==> config.mk <==
export PLATFORM = sky130hd
export DESIGN_NAME = bmem_line_arbiter
export DESIGN_NICKNAME = d
export VERILOG_FILES = /design/src/rtl/bmem_line_arbiter.sv
export SDC_FILE = /design/constraint.sdc
export NUM_CORES = 2
export LEC_CHECK = 0
export ABC_CLOCK_PERIOD_IN_PS = 3200
export CAP_MARGIN = 15
export CELL_PAD_IN_SITES_DETAIL_PLACEMENT = 1
export CELL_PAD_IN_SITES_GLOBAL_PLACEMENT = 1
export CORE_AREA = 2 2 510 512
export CTS_BUF_LIST = sky130_fd_sc_hd__clkbuf_2 sky130_fd_sc_hd__clkbuf_4 sky130_fd_sc_hd__clkbuf_8
export DETAILED_ROUTE_END_ITERATION = 6
export DIE_AREA = 0 0 512 514
export GPL_TIMING_DRIVEN = 0
export HOLD_SLACK_MARGIN = 0.03
export PLACE_DENSITY_LB_ADDON = 0.1
export SYNTH_ARGS = -nofsm -noshare
export SYNTH_HDL_FRONTEND = slang
export SYNTH_SLANG_ARGS = --single-unit
==> constraint.sdc <==
create_clock -name clk -period 3.2 [get_ports clk]
set_input_delay 0.48 -clock clk [delete_from_list [all_inputs] [get_ports clk]]
set_output_delay 0.48 -clock clk [all_outputs]
set_load 0.01 [all_outputs]
==> src/rtl/bmem_line_arbiter.sv <==
// Arbitrates icache/dcache line requests onto the single 64-bit burst memory port.
// Latency: grant in IDLE, bmem request the next cycle; resp one cycle after the last beat.
// Backpressure: bmem_ready stalls issue and write beats; read beats wait on bmem_rvalid.
module bmem_line_arbiter #(
    parameter int BEATS      = 4,
    parameter int STARVE_MAX = 4
) (
    input  logic                  clk,
    input  logic                  rst,

    input  logic [31:0]           i_addr,
    input  logic                  i_read,
    input  logic                  i_write,
    input  logic [BEATS*64-1:0]   i_wdata,
    output logic [BEATS*64-1:0]   i_rdata,
    output logic                  i_resp,

    input  logic [31:0]           d_addr,
    input  logic                  d_read,
    input  logic                  d_write,
    input  logic [BEATS*64-1:0]   d_wdata,
    output logic [BEATS*64-1:0]   d_rdata,
    output logic                  d_resp,

    output logic [31:0]           bmem_addr,
    output logic                  bmem_read,
    output logic                  bmem_write,
    output logic [63:0]           bmem_wdata,
    input  logic                  bmem_ready,
    input  logic [31:0]           bmem_raddr,
    input  logic [63:0]           bmem_rdata,
    input  logic                  bmem_rvalid
);

    localparam int LW   = BEATS * 64;
    localparam int KW   = (BEATS > 1) ? $clog2(BEATS) : 1;
    localparam int SW   = $clog2(STARVE_MAX + 1);
    localparam int OFFW = $clog2(BEATS * 8);
    localparam logic [KW-1:0] K_LAST     = KW'(BEATS - 1);
    localparam logic [SW-1:0] STARVE_LIM = SW'(STARVE_MAX);

    typedef enum logic [2:0] {
        IDLE,
        RD_ISSUE,
        RD_WAIT,
        WR_BURST,
        RESP
    } state_t;

    state_t          state_q, state_d;
    logic            own_d_q, own_d_d;      // 1: dcache owns the port, 0: icache
    logic [31:0]     addr_q, addr_d;
    logic [LW-1:0]   line_q, line_d;        // write line to send, or read line being assembled
    logic [KW-1:0]   k_q, k_d;
    logic [SW-1:0]   starve_q, starve_d;
    logic [LW-1:0]   i_rdata_q, i_rdata_d;
    logic [LW-1:0]   d_rdata_q, d_rdata_d;

    logic            i_req, d_req;
    logic            beat_hit;

    // Byte offset within a line is meaningless here; addresses are forced to line alignment.
    logic unused_offset_bits;
    assign unused_offset_bits = ^{i_addr[OFFW-1:0], d_addr[OFFW-1:0]};

    assign i_req    = i_read | i_write;
    assign d_req    = d_read | d_write;
    assign beat_hit = bmem_rvalid && (bmem_raddr == addr_q);

    // Arbitration, burst sequencing and read-line assembly.
    always_comb begin
        state_d   = state_q;
        own_d_d   = own_d_q;
        addr_d    = addr_q;
        line_d    = line_q;
        k_d       = k_q;
        starve_d  = starve_q;
        i_rdata_d = i_rdata_q;
        d_rdata_d = d_rdata_q;

        case (state_q)
            IDLE: begin
                k_d = '0;
                if (i_req && (!d_req || starve_q == STARVE_LIM)) begin
                    own_d_d  = 1'b0;
                    addr_d   = {i_addr[31:OFFW], {OFFW{1'b0}}};
                    line_d   = i_wdata;
                    starve_d = '0;
                    state_d  = i_write ? WR_BURST : RD_ISSUE;
                end else if (d_req) begin
                    own_d_d  = 1'b1;
                    addr_d   = {d_addr[31:OFFW], {OFFW{1'b0}}};
                    line_d   = d_wdata;
                    starve_d = i_req ? starve_q + SW'(1) : '0;
                    state_d  = d_write ? WR_BURST : RD_ISSUE;
                end else begin
                    starve_d = '0;
                end
            end
            RD_ISSUE: begin
                if (bmem_ready) begin
                    state_d = RD_WAIT;
                end
            end
            RD_WAIT: begin
                if (beat_hit) begin
                    line_d[k_q*64 +: 64] = bmem_rdata;
                    if (k_q == K_LAST) begin
                        k_d     = '0;
                        state_d = RESP;
                        if (own_d_q) begin
                            d_rdata_d = line_d;
                        end else begin
                            i_rdata_d = line_d;
                        end
                    end else begin
                        k_d = k_q + KW'(1);
                    end
                end
            end
            WR_BURST: begin
                if (bmem_ready) begin
                    if (k_q == K_LAST) begin
                        k_d     = '0;
                        state_d = RESP;
                    end else begin
                        k_d = k_q + KW'(1);
                    end
                end
            end
            RESP: begin
                state_d = IDLE;
            end
            default: begin
                state_d = IDLE;
            end
        endcase
    end

    // State registers; reset aborts any burst in progress.
    always_ff @(posedge clk) begin
        if (rst) begin
            state_q   <= IDLE;
            own_d_q   <= 1'b0;
            addr_q    <= '0;
            line_q    <= '0;
            k_q       <= '0;
            starve_q  <= '0;
            i_rdata_q <= '0;
            d_rdata_q <= '0;
        end else begin
            state_q   <= state_d;
            own_d_q   <= own_d_d;
            addr_q    <= addr_d;
            line_q    <= line_d;
            k_q       <= k_d;
            starve_q  <= starve_d;
            i_rdata_q <= i_rdata_d;
            d_rdata_q <= d_rdata_d;
        end
    end

    // Outputs decoded from state and latched registers only, never from cache inputs.
    always_comb begin
        bmem_read  = (state_q == RD_ISSUE);
        bmem_write = (state_q == WR_BURST);
        bmem_addr  = (bmem_read || bmem_write) ? addr_q : '0;
        bmem_wdata = bmem_write ? line_q[k_q*64 +: 64] : '0;
        i_resp     = (state_q == RESP) && !own_d_q;
        d_resp     = (state_q == RESP) &&  own_d_q;
        i_rdata    = i_rdata_q;
        d_rdata    = d_rdata_q;
    end

endmodule

==> impl_summary.txt <==
----------------------------------------------------
[Logic synthesis]
  Number of distinct library cells after synthesis ... 43
  Count of yosys warnings during synthesis ... 0
  Synth top area share ... about two fifths
  Post-synthesis cell type with the largest combined area ... dfxtp_1
  Multiplexer fraction of the synthesized cell area ... 4.43%
  Synthesis-stage register bit count ... roughly 800
  Post-Syn Instances ... 4524
  Post-Syn Area per Cell ... 8.64 µm²
  Simple-gate share of the synthesized area ... 13.3%
  Compound-cell area share of the yosys netlist ... 34.5%
  Adder-cell share of the synthesized area ... 0.256%
  Synth async-reset ratio ... 0%
  Post-synthesis cell area ... 39100 µm²
  Post-synth top flop ... dfxtp_1
  XOR/XNOR Fraction of Synth Area ... 0.448%
  Count of flip-flops with a built-in enable after synthesis ... 0
  Largest cells by area after synthesis ... dfxtp_1 (41%), a211oi_1 (15%), a21oi_1 (13%)
  Dominant combinational cell family by area after synthesis ... compound AO/OA/AOI/OAI gates
  Register area share after synthesis ... between 40% and 50%

[Hold path]
  HP Class ... in2reg

[CTS]
  Number of clock sinks ... 804
  H-tree Lvls ... 4
  Clock tree from TritonCTS ... yes
  Worst-Skew Late Latency ... 0.95 ns
  Worst-path clk slew ... 0.06 ns
  Deepest clock path buffer count ... 3
  Root buffer selected by CTS ... clkbuf_8
  Num CTS Buffers ... 174

[Setup path]
  Critical path start-end classification ... reg2out
  Crit path buf inv count ... 5
  Cell repeated most along the worst path ... buf_6
  Arrival time at the worst endpoint ... 2.85 ns
  Delay contributed by the slowest stage of the critical path ... 0.53 ns
  Type of element launching the critical path ... register
  Family with the most delay on the worst path ... buffers and inverters
  Crit end category ... output port
  Required time of the critical path ... 2.72 ns
  Biggest fanout along the worst timing path ... 6
  Critical path, cell by cell ... clkbuf_16, buf_16, buf_12, buf_6, mux4_2, and3_4, buf_6
  Cell with the biggest individual delay on the critical path ... mux4_2

[STA]
  Fin crit period ... 3.33 ns
  Endpoints failing setup ... 44
  Slew at the pin closest to its max-slew limit ... roughly 1.3 ns
  Highest achievable clock rate ... 0.301 GHz
  Final Worst Setup Slack ... -0.127 ns
  Final Hold Vio Count ... 0
  Tcrit/Tclk final ... 104%
  Worst slew margin relative to its limit ... ~16%
  Hold_ws ... 0.176 ns
  Number of max-slew violations in the final report ... 0
  Setup repair after global routing missed its margin ... yes
  Post-route clock skew ... between 0.06 and 0.07 ns

[Cells and area]
  Post-route cell area ... between 60000 and 70000 µm²
  Final nets ... 6761
  Most frequent cells in the layout ... clkdlybuf4s50_1 (1180), a21oi_1 (959), dfxtp_1 (801), a211oi_1 (722), nor2b_1 (512)
  Fraction of final layout cells sized beyond drive strength 1 ... between 10% and 20%
  Leading cell type in the layout, fill and taps excluded ... clkdlybuf4s50_1
  Area Overhead vs Synth ... 62.8%

[Drt]
  Total via count in the routed design ... 44903
  First DRT Iteration DRCs ... 2681
  Routed wire length ... 357000 µm
  Drt pass-1 iters ... 7
  # DRC ... 0
  DR vias/cell ... 4.66
  Final routed wire length divided by cell count ... 37.0 µm
  Number of nets still failing antenna checks after routing ... 0

[Power]
  Power per standard cell area ... 546 nW/µm²
  Leakage power total ... about 21 nW
  Fraction of power spent switching nets ... about 38%
  Comb pwr share ... 31.0%
  Clock network fraction of total power ... a little under two fifths
  Internal cell power ... 21.6 mW
  Worst supply voltage drop on vdd ... 0.000378 V
  Switching component of the power ... 13.2 mW
  Sequential share of power ... about 32%

[Placed design]
  Instance area at placement ... ~57000 µm²
  Placed wire-length estimate after detailed placement ... slightly below 300000 µm
  Number of port buffers ... around 1300
  Routability Congestion ... 0.865

[Outcome]
  Violated checks ... negative setup slack
  Result of the run ... finished with violations

[GRT]
  Maximum number of pins on one net before global-route repair ... 17
  Tot GR Track Use ... a little over a quarter
  Wire length of the first global-routing pass ... 464000 µm
  Initial antenna violation count ... 101
  Number of global-route vias before repair ... 46823
  Total grt overflow ... 0

[Floorplanning]
  Total Die Area ... 263000 µm²
  Core region area ... 258000 µm²
  Site Rows ... 187
  Count of boundary I/O pins ... around 1300
  Starting Density ... 15.2%
  Horizontal extent of the die ... 512 µm
  Die Span Y ... 514 µm

[Flow run]
  Count of maximum capacitance violations ... 0

----------------------------------------------------
[sequential cells by signal (all words and copies together) (netlist names)]
register,flops
state_q,3
own_d_q,1
line_q,256
i_rdata,256
addr_q,27
starve_q,3
d_rdata,256
k_q,2
[synth_stat cells, types with 2 or more instances]
master,n
inv_1,16
clkbuf_1,375
nor2b_1,514
nand2_1,263
ha_1,8
or3_1,2
xor2_1,2
buf_1,14
o22ai_1,2
mux4_2,64
o2111ai_1,2
o21ai_0,4
buf_4,14
xnor2_1,18
nor4_1,5
and3_1,65
nor4b_1,3
nand2b_1,8
a221o_1,2
buf_6,3
dfxtp_1,804
a211oi_1,797
and2_1,30
nand3_1,4
a211o_1,256
buf_2,126
nand4_1,8
a21oi_1,1031
nor2_1,39
nor3_1,4
mux2i_1,29
[metal layers]
layer / GRT usage [%] / wire (µm) / up-vias
met5: 0 / 314 / -
met4: 8.26 / 12700 / 52
li1: - / - / 19973
met1: 32.0 / 149000 / 22727
met3: 5.93 / 22300 / 421
met2: 45.5 / 173000 / 1730
[worst register-to-register path, stage by stage (launching register included)]
cell and delay (ns):
dfxtp_1 0.34, buf_4 0.25, nand2b_1 0.15, nor2_4 0.23, buf_16 0.19, clkbuf_2 0.49, buf_16 0.22, clkbuf_1 0.81
a211o_1 0.26, a21oi_1 0.06
[what timing repair did]
action                                  in CTS  in global routing
hold endpoints to repair                     2                  0
gates resized for setup                    956                101
setup buffers                               53                 15
pin swaps                                   10                  5
gates cloned                                 4                  0
hold buffers                                 1                  0
endpoints found under the setup margin     892                574
[per-stage QoR]
stage	power, mW	worst slack (ns)	instances	TNS (ns)	util, %
after floorplan	15.6	0.160	4528	0	-
after global placement	21.1	-6.04	9205	-3721.00	21.8
after detailed placement	21.4	-2.74	9241	-1639.51	22.1
after CTS	35.2	-0.361	9604	-12.08	24.6
after global routing	36.2	-0.216	9625	-8.63	24.7
final	34.8	-0.127	9645	-2.53	24.7
[final timing paths]
kind	start	end	slack, ns	cells after the start
min	d_addr[17]	addr_q[17]	0.18	3
min reg2reg	line_q[18]	line_q[18]	0.46	2
max reg2reg	state_q[1]	line_q[213]	0	9
max	k_q[0]	bmem_wdata[31]	-0.13	7
[logic make-up (layout without fill, tap and decap cells)]
logic type      Yosys count  in the layout
compound gates         2098           2098
simple gates            951            951
flops                   804            804
buf+inv                 549           2226
mux                      93             93
xor+xnor                 20             20
fa+ha+maj                 8              8
other cells               1             43
[power groups by stage]
stage / Sequential, mW / Clock, mW / Combinational [mW]
2_1_floorplan: 11.1 / 0 / 4.48
3_3_place_gp: 11.4 / 0 / 9.72
3_5_place_dp: 11.4 / 0 / 10.0
4_1_cts: 11.2 / 13.2 / 10.8
5_1_grt: 11.3 / 13.6 / 11.4
6_report: 11.2 / 12.8 / 10.8
[cell type report]
cell class              count  area [µm²]
flip-flops and latches    804       16100
plain buffers             522        3170
clock buffers             283        3540
clock inverters            25         255
diodes                     38        95.1
multi-input cells        3175       21800
fillers                 29674      194000
inverters                  17        68.8
repair buffers           1379       14400
well taps                3402        4260
No activity file was read; power rests on OpenSTA's default activity.
